<file path="src/rtl/alu_op_pkg.sv">
// Shared ALU op codes and RV32I R-type field constants, used by the
// R-type encoder and decoder. Also holds the encode helper used by the
// encoder's combinational table.
package alu_op_pkg;

    // ALU operation codes (ALU_OP_ENUM encoding)
    typedef enum logic [3:0] {
        ALU_ADD  = 4'd0,
        ALU_SUB  = 4'd1,
        ALU_SLL  = 4'd2,
        ALU_SLT  = 4'd3,
        ALU_SLTU = 4'd4,
        ALU_XOR  = 4'd5,
        ALU_SRL  = 4'd6,
        ALU_SRA  = 4'd7,
        ALU_OR   = 4'd8,
        ALU_AND  = 4'd9,
        ALU_NOP  = 4'd15
    } alu_op_e;

    localparam logic [6:0] OPCODE_OP = 7'b0110011;

    localparam logic [2:0] FUNC3_ADD_SUB = 3'b000;
    localparam logic [2:0] FUNC3_SLL     = 3'b001;
    localparam logic [2:0] FUNC3_SLT     = 3'b010;
    localparam logic [2:0] FUNC3_SLTU    = 3'b011;
    localparam logic [2:0] FUNC3_XOR     = 3'b100;
    localparam logic [2:0] FUNC3_SRL_SRA = 3'b101;
    localparam logic [2:0] FUNC3_OR      = 3'b110;
    localparam logic [2:0] FUNC3_AND     = 3'b111;

    localparam logic [6:0] FUNC7_BASE = 7'b0000000;
    localparam logic [6:0] FUNC7_ALT  = 7'b0100000;

    typedef struct packed {
        logic        legal;
        logic [31:0] word;
    } enc_result_t;

    // Builds the R-type word; legal=0 for NOP and undefined codes
    function automatic enc_result_t encode_r(input logic [3:0] op,
                                             input logic [4:0] rd,
                                             input logic [4:0] rs1,
                                             input logic [4:0] rs2);
        enc_result_t res;
        logic [2:0]  f3;
        logic [6:0]  f7;
        res.legal = 1'b1;
        f3        = FUNC3_ADD_SUB;
        f7        = FUNC7_BASE;
        case (op)
            ALU_ADD:  f3 = FUNC3_ADD_SUB;
            ALU_SUB:  begin f3 = FUNC3_ADD_SUB; f7 = FUNC7_ALT; end
            ALU_SLL:  f3 = FUNC3_SLL;
            ALU_SLT:  f3 = FUNC3_SLT;
            ALU_SLTU: f3 = FUNC3_SLTU;
            ALU_XOR:  f3 = FUNC3_XOR;
            ALU_SRL:  f3 = FUNC3_SRL_SRA;
            ALU_SRA:  begin f3 = FUNC3_SRL_SRA; f7 = FUNC7_ALT; end
            ALU_OR:   f3 = FUNC3_OR;
            ALU_AND:  f3 = FUNC3_AND;
            default:  res.legal = 1'b0;
        endcase
        res.word = {f7, rs2, rs1, f3, rd, OPCODE_OP};
        return res;
    endfunction

endpackage

</file>
<file path="src/rtl/instr_enc_fifo.sv">
// DEPTH x W output queue for the instruction encoder. Full and empty are
// registered so the input side never sees a combinational path from the
// output side. The head word reads as zero while the queue is empty.
module instr_enc_fifo #(
    parameter int DEPTH = 2,
    parameter int W     = 32
) (
    input  logic         clk,
    input  logic         rst_n,
    input  logic         push,
    input  logic [W-1:0] push_data,
    input  logic         pop,
    output logic [W-1:0] head,
    output logic         full,
    output logic         empty
);

    localparam int AW = $clog2(DEPTH);
    localparam logic [AW:0] DEPTH_CNT = (AW + 1)'(DEPTH);

    logic [W-1:0]  mem [DEPTH];
    logic [AW-1:0] wr_ptr;
    logic [AW-1:0] rd_ptr;
    logic [AW:0]   count;
    logic [AW:0]   count_next;
    logic          do_push;
    logic          do_pop;

    // Qualify handshakes against the registered flags and compute next occupancy
    always_comb begin
        do_push    = push && !full;
        do_pop     = pop && !empty;
        count_next = count;
        if (do_push && !do_pop) begin
            count_next = count + 1'b1;
        end else if (do_pop && !do_push) begin
            count_next = count - 1'b1;
        end
    end

    // Storage, wrapping pointers, occupancy and registered full/empty flags
    always_ff @(posedge clk or negedge rst_n) begin
        if (!rst_n) begin
            for (int i = 0; i < DEPTH; i++) begin
                mem[i] <= '0;
            end
            wr_ptr <= '0;
            rd_ptr <= '0;
            count  <= '0;
            full   <= 1'b0;
            empty  <= 1'b1;
        end else begin
            if (do_push) begin
                mem[wr_ptr] <= push_data;
                wr_ptr      <= wr_ptr + 1'b1;
            end
            if (do_pop) begin
                rd_ptr <= rd_ptr + 1'b1;
            end
            count <= count_next;
            full  <= (count_next == DEPTH_CNT);
            empty <= (count_next == '0);
        end
    end

    // Present the head word only while it is valid
    always_comb begin
        head = empty ? '0 : mem[rd_ptr];
    end

endmodule

</file>
<file path="src/rtl/instr_encoder_r.sv">
// Streaming RV32I R-type instruction encoder with a DEPTH-entry output FIFO.
// Illegal alu_op tuples are consumed, dropped and flagged on err_illegal.
// Optional statistics counters are enabled by defining INSTR_ENC_STATS_EN.
module instr_encoder_r
    import alu_op_pkg::*;
#(
    parameter int DEPTH = 2
`ifdef INSTR_ENC_STATS_EN
    ,
    parameter int CNT_W = 16
`endif
) (
    input  logic        clk,
    input  logic        rst_n,
    input  logic        in_valid,
    output logic        in_ready,
    input  logic [3:0]  in_alu_op,
    input  logic [4:0]  in_rd,
    input  logic [4:0]  in_rs1,
    input  logic [4:0]  in_rs2,
    output logic        out_valid,
    input  logic        out_ready,
    output logic [31:0] out_instr,
    output logic        err_illegal
`ifdef INSTR_ENC_STATS_EN
    ,
    output logic [CNT_W-1:0] enc_count,
    output logic [CNT_W-1:0] drop_count
`endif
);

    enc_result_t enc;
    logic        accept;
    logic        fifo_full;
    logic        fifo_empty;
    logic        emit;

    // Encode table and handshake qualification
    always_comb begin
        enc       = encode_r(in_alu_op, in_rd, in_rs1, in_rs2);
        in_ready  = !fifo_full;
        out_valid = !fifo_empty;
        accept    = in_valid && in_ready;
        emit      = out_valid && out_ready;
    end

    instr_enc_fifo #(
        .DEPTH (DEPTH),
        .W     (32)
    ) u_fifo (
        .clk       (clk),
        .rst_n     (rst_n),
        .push      (accept && enc.legal),
        .push_data (enc.word),
        .pop       (emit),
        .head      (out_instr),
        .full      (fifo_full),
        .empty     (fifo_empty)
    );

    // One-cycle pulse after a dropped illegal tuple
    always_ff @(posedge clk or negedge rst_n) begin
        if (!rst_n) begin
            err_illegal <= 1'b0;
        end else begin
            err_illegal <= accept && !enc.legal;
        end
    end

`ifdef INSTR_ENC_STATS_EN
    // Saturating counts of emitted words and dropped tuples
    always_ff @(posedge clk or negedge rst_n) begin
        if (!rst_n) begin
            enc_count  <= '0;
            drop_count <= '0;
        end else begin
            if (emit && (enc_count != '1)) begin
                enc_count <= enc_count + 1'b1;
            end
            if (accept && !enc.legal && (drop_count != '1)) begin
                drop_count <= drop_count + 1'b1;
            end
        end
    end
`endif

endmodule

</file>
<file path="config.mk">
export PLATFORM = sky130hd
export DESIGN_NAME = instr_encoder_r
export DESIGN_NICKNAME = d
export VERILOG_FILES = /design/src/rtl/alu_op_pkg.sv /design/src/rtl/instr_enc_fifo.sv /design/src/rtl/instr_encoder_r.sv
export SDC_FILE = /design/constraint.sdc
export NUM_CORES = 1
export LEC_CHECK = 0
export BUFFER_PORTS_ARGS = -buffer_cell sky130_fd_sc_hd__buf_2
export CAP_MARGIN = 15
export CORE_UTILIZATION = 53
export DETAILED_ROUTE_END_ITERATION = 10
export HOLD_SLACK_MARGIN = 0.12
export PLACE_DENSITY = 0.85
export SETUP_SLACK_MARGIN = 0.05
export SLEW_MARGIN = 20
export SYNTH_ARGS = -nofsm -noshare
export SYNTH_HDL_FRONTEND = slang
export SYNTH_SLANG_ARGS = --single-unit
</file>
<file path="constraint.sdc">
create_clock -name clk -period 1.8 [get_ports clk]
set_input_delay 0.18 -clock clk [delete_from_list [all_inputs] [get_ports clk]]
set_output_delay 0.18 -clock clk [all_outputs]
set_load 0.01 [all_outputs]
</file>
==> results.py <==
metrics = {
    "sta": {
        "period_share_pct": 90.8,
        "fmax_mhz": 612,
        "slew_viol_final": 0,
        "fin_setup_tns_ps": 0,
        "setup_viol": 0,
        "holdWs_ps": 129,
        "rsz0062_at_grt": "false",
        "setup_ws_ps": 166,
        "clock_skew_ps": 6.16,
        "hold_violations": 0,
        "tightest_slew_ps": 707,
        "period_needed_ps": 1630,
        "max_slew_margin_pct": 52.9,
    },
    "power_and_ir_drop": {
        "irDropWorstVdd_uv": 1010,
        "power_leakage_nw": 1.35,
        "power_per_cell_area_mw_per_mm2": 1660,
    },
    "synth": {
        "synth_area_mm2": 0.00230,
        "ys_warn_count": 0,
        "avgSynthCellArea_um2": 12.0,
        "synth_seq_area_share_pct": 51.2,
        "ys_ff_latch": 47,
        "syn_inst": 192,
        "synthDistinctLibCells": 31,
    },
    "grt": {
        "grt-ovfl-total": 0,
        "antenna_found_initial": 0,
        "first_global_vias": 1461,
        "grt_max_degree": 34,
        "grtUsageTotal_pct": 21.1,
        "grt_first_pass_wirelength_um": 6840,
    },
    "placement": {
        "io_buffers": 48,
        "gp_congestion": 0.703,
        "dp_worst_setup_slack_ps": 351,
        "hpwl_um": 2910,
    },
    "die": {
        "die_area_mm2": 0.00460,
        "die_h_um": 67.9,
        "start_util_pct": 56.2,
        "dieWidth_um": 67.9,
        "core_area_mm2": 0.00409,
        "rows": 23,
        "io_pins": 58,
    },
    "worst_setup_path": {
        "end_kind": "output port",
        "startpoint_type": "flop",
        "worst_r2r_path_depth": 4,
        "crit_end": "out_instr[4]",
        "crit_type": "flop to output port",
        "r2r_setup_slack_ps": 350,
        "critPathArrivalTime_ps": 1450,
        "startpoint": "u_fifo.rd_ptr",
        "timing.rr.end": "u_fifo.mem[39]",
        "cp_max_fo": 17,
        "rr_startpoint": "u_fifo.full",
        "critPathRequiredTime_ps": 1620,
    },
    "final_layout": {
        "diodes": 0,
        "nets": 274,
        "drive_gt1_share_pct": 41.7,
        "area.sequential_mm2": 0.00118,
        "multi_input_area_um2": 997,
        "area_growth_pct": 21.6,
        "fill_cells": 306,
    },
    "detailed_routing": {
        "wl_um": 4230,
        "ant_nets": 0,
        "viasPerCell": 5.15,
        "drt_first_iter_violations": 45,
        "wl_per_cell_um": 14.0,
        "drc": 0,
        "dr.pass1.iters": 4,
        "via_count": 1554,
    },
    "clock_tree": {
        "clk_pin_slew_ps": 80,
        "postCtsSetupRepairBufs": 0,
        "clk_path_buf_depth": 2,
        "htree_levels": 2,
        "clock-root-buffer": "clkbuf_8",
        "numCtsBuffers": 5,
        "insertion_delay_ps": 300,
        "cts_tree": "yes",
        "clock_sinks": 47,
    },
    "min_path": {
        "hold_class": "primary input to flop",
    },
    "run_status": {
        "status": "finished clean",
    },
    "flow_run": {
        "max-cap-violations": 0,
    },
}
## power breakdown
group | switching, mW | internal (mW)
Sequential | 0.326 | 1.56
Combinational | 0.956 | 1.09
Clock | 0.345 | 0.349
Total | 1.63 | 3.00
## sequential cells by signal, summed over array words and instances, names as in the netlist
name / flops
u_fifo.count: 2
u_fifo.mem: 40
u_fifo.rd_ptr: 1
u_fifo.wr_ptr: 1
u_fifo.empty: 1
err_illegal: 1
u_fifo.full: 1
## layout by cell type, fill, tap and decap left out, drive strengths merged, types with 2 or more instances in the layout
cell,count
nor2,24
nand3,3
nand2b,4
nand2,3
conb,9
inv,4
dfrtp,46
buf,55
mux2,35
o21ai,5
xor2,2
mux2i,23
dlygate4sd3,12
clkbuf,7
nor2b,4
## synthesized netlist by cell type
cell type  instances  share of area [%]
nor2_1            24                3.9
o21ai_0            4               0.87
o31ai_1            1               0.33
nand2_1            3               0.49
mux2i_1           23                 10
inv_1              4               0.65
o22a_1             1               0.38
nand3b_1           1               0.33
buf_2              5                1.1
a21o_1             1               0.33
o21ai_2            1               0.38
nor4b_1            1               0.38
a2bb2oi_1          1               0.38
conb_1             1               0.16
a31oi_1            1               0.27
xor2_1             2               0.76
nand2b_1           4                1.1
nor3_4             1               0.71
nand3_1            3               0.65
a32o_1             1               0.44
clkbuf_1           4               0.65
dfrtp_1           46                 50
buf_4             14                4.6
xnor2_1            1               0.38
or2_2              1               0.27
o21a_1             1               0.33
a21oi_1            1               0.22
a2111o_1           1               0.49
dfstp_2            1                1.1
mux2_2            35                 17
nor2b_1            4                1.1
## per-layer routing
layer | global-route usage [%] | up-vias | part of all wire [%]
li1 | - | 753 | -
met1 | 25.8 | 760 | 42
met2 | 35.1 | 35 | 53
met3 | 6.00 | 6 | 4.0
met4 | 8.33 | 0 | 1.7
met5 | 0 | - | 0
## worst max-delay path, cell delays in order (launching register included)
cell,delay (ps)
dfrtp_2,470
buf_12,200
mux2i_2,270
nor2_2,70
buf_2,140
## through the flow
stage	instances	total power [mW]	cell area, um2	utilization [%]
6_report	302	4.63	2800	68.4
4_1_cts	302	4.66	2790	68.2
2_1_floorplan	200	3.30	2330	-
3_3_place_gp	282	3.85	2560	62.7
3_5_place_dp	282	3.94	2560	62.7
5_1_grt	302	4.97	2800	68.4
## cell type report
type / instances / area share, %
well taps: 50 / 2.24
clock buffers: 7 / 3.45
inverters: 4 / 0.537
repair buffers: 67 / 15.7
clock inverters: 1 / 0.269
flip-flops and latches: 47 / 42.2
multi-input cells: 126 / 35.7
## repair_timing
item,CTS,global route
hold endpoints to repair,46,0
cloned,0,0
gates resized for setup,1,2
hold buffers,12,0
setup endpoints to repair,4,4
## logic make-up (layout without fill, tap and decap cells)
logic type	Yosys count	after routing	share of synthesized area [%]
mux	58	58	27.2
flops	47	47	51.2
simple gates	42	42	8.93
buf+inv	27	79	6.97
compound gates	14	14	4.41
xor+xnor	3	3	1.14
other cells	1	9	0.163
## how the worst min path moves through the flow
| stage | depth (start not counted) | end | slack (ps) | startpoint |
|---|---|---|---|---|
| final | 2 | u_fifo.mem[17] | 130 | in_rs1[2] |
| after global routing | 2 | u_fifo.mem[22] | 130 | in_rs2[2] |
| after CTS | 2 | u_fifo.mem[8] | 120 | in_rd[1] |
| after detailed placement | 1 | u_fifo.mem[22] | 270 | rst_n |
| after global placement | 1 | u_fifo.mem[22] | 260 | rst_n |
| after floorplan | 0 | err_illegal | -120 | rst_n |
Note: power is estimated with default switching activity, not from simulation.
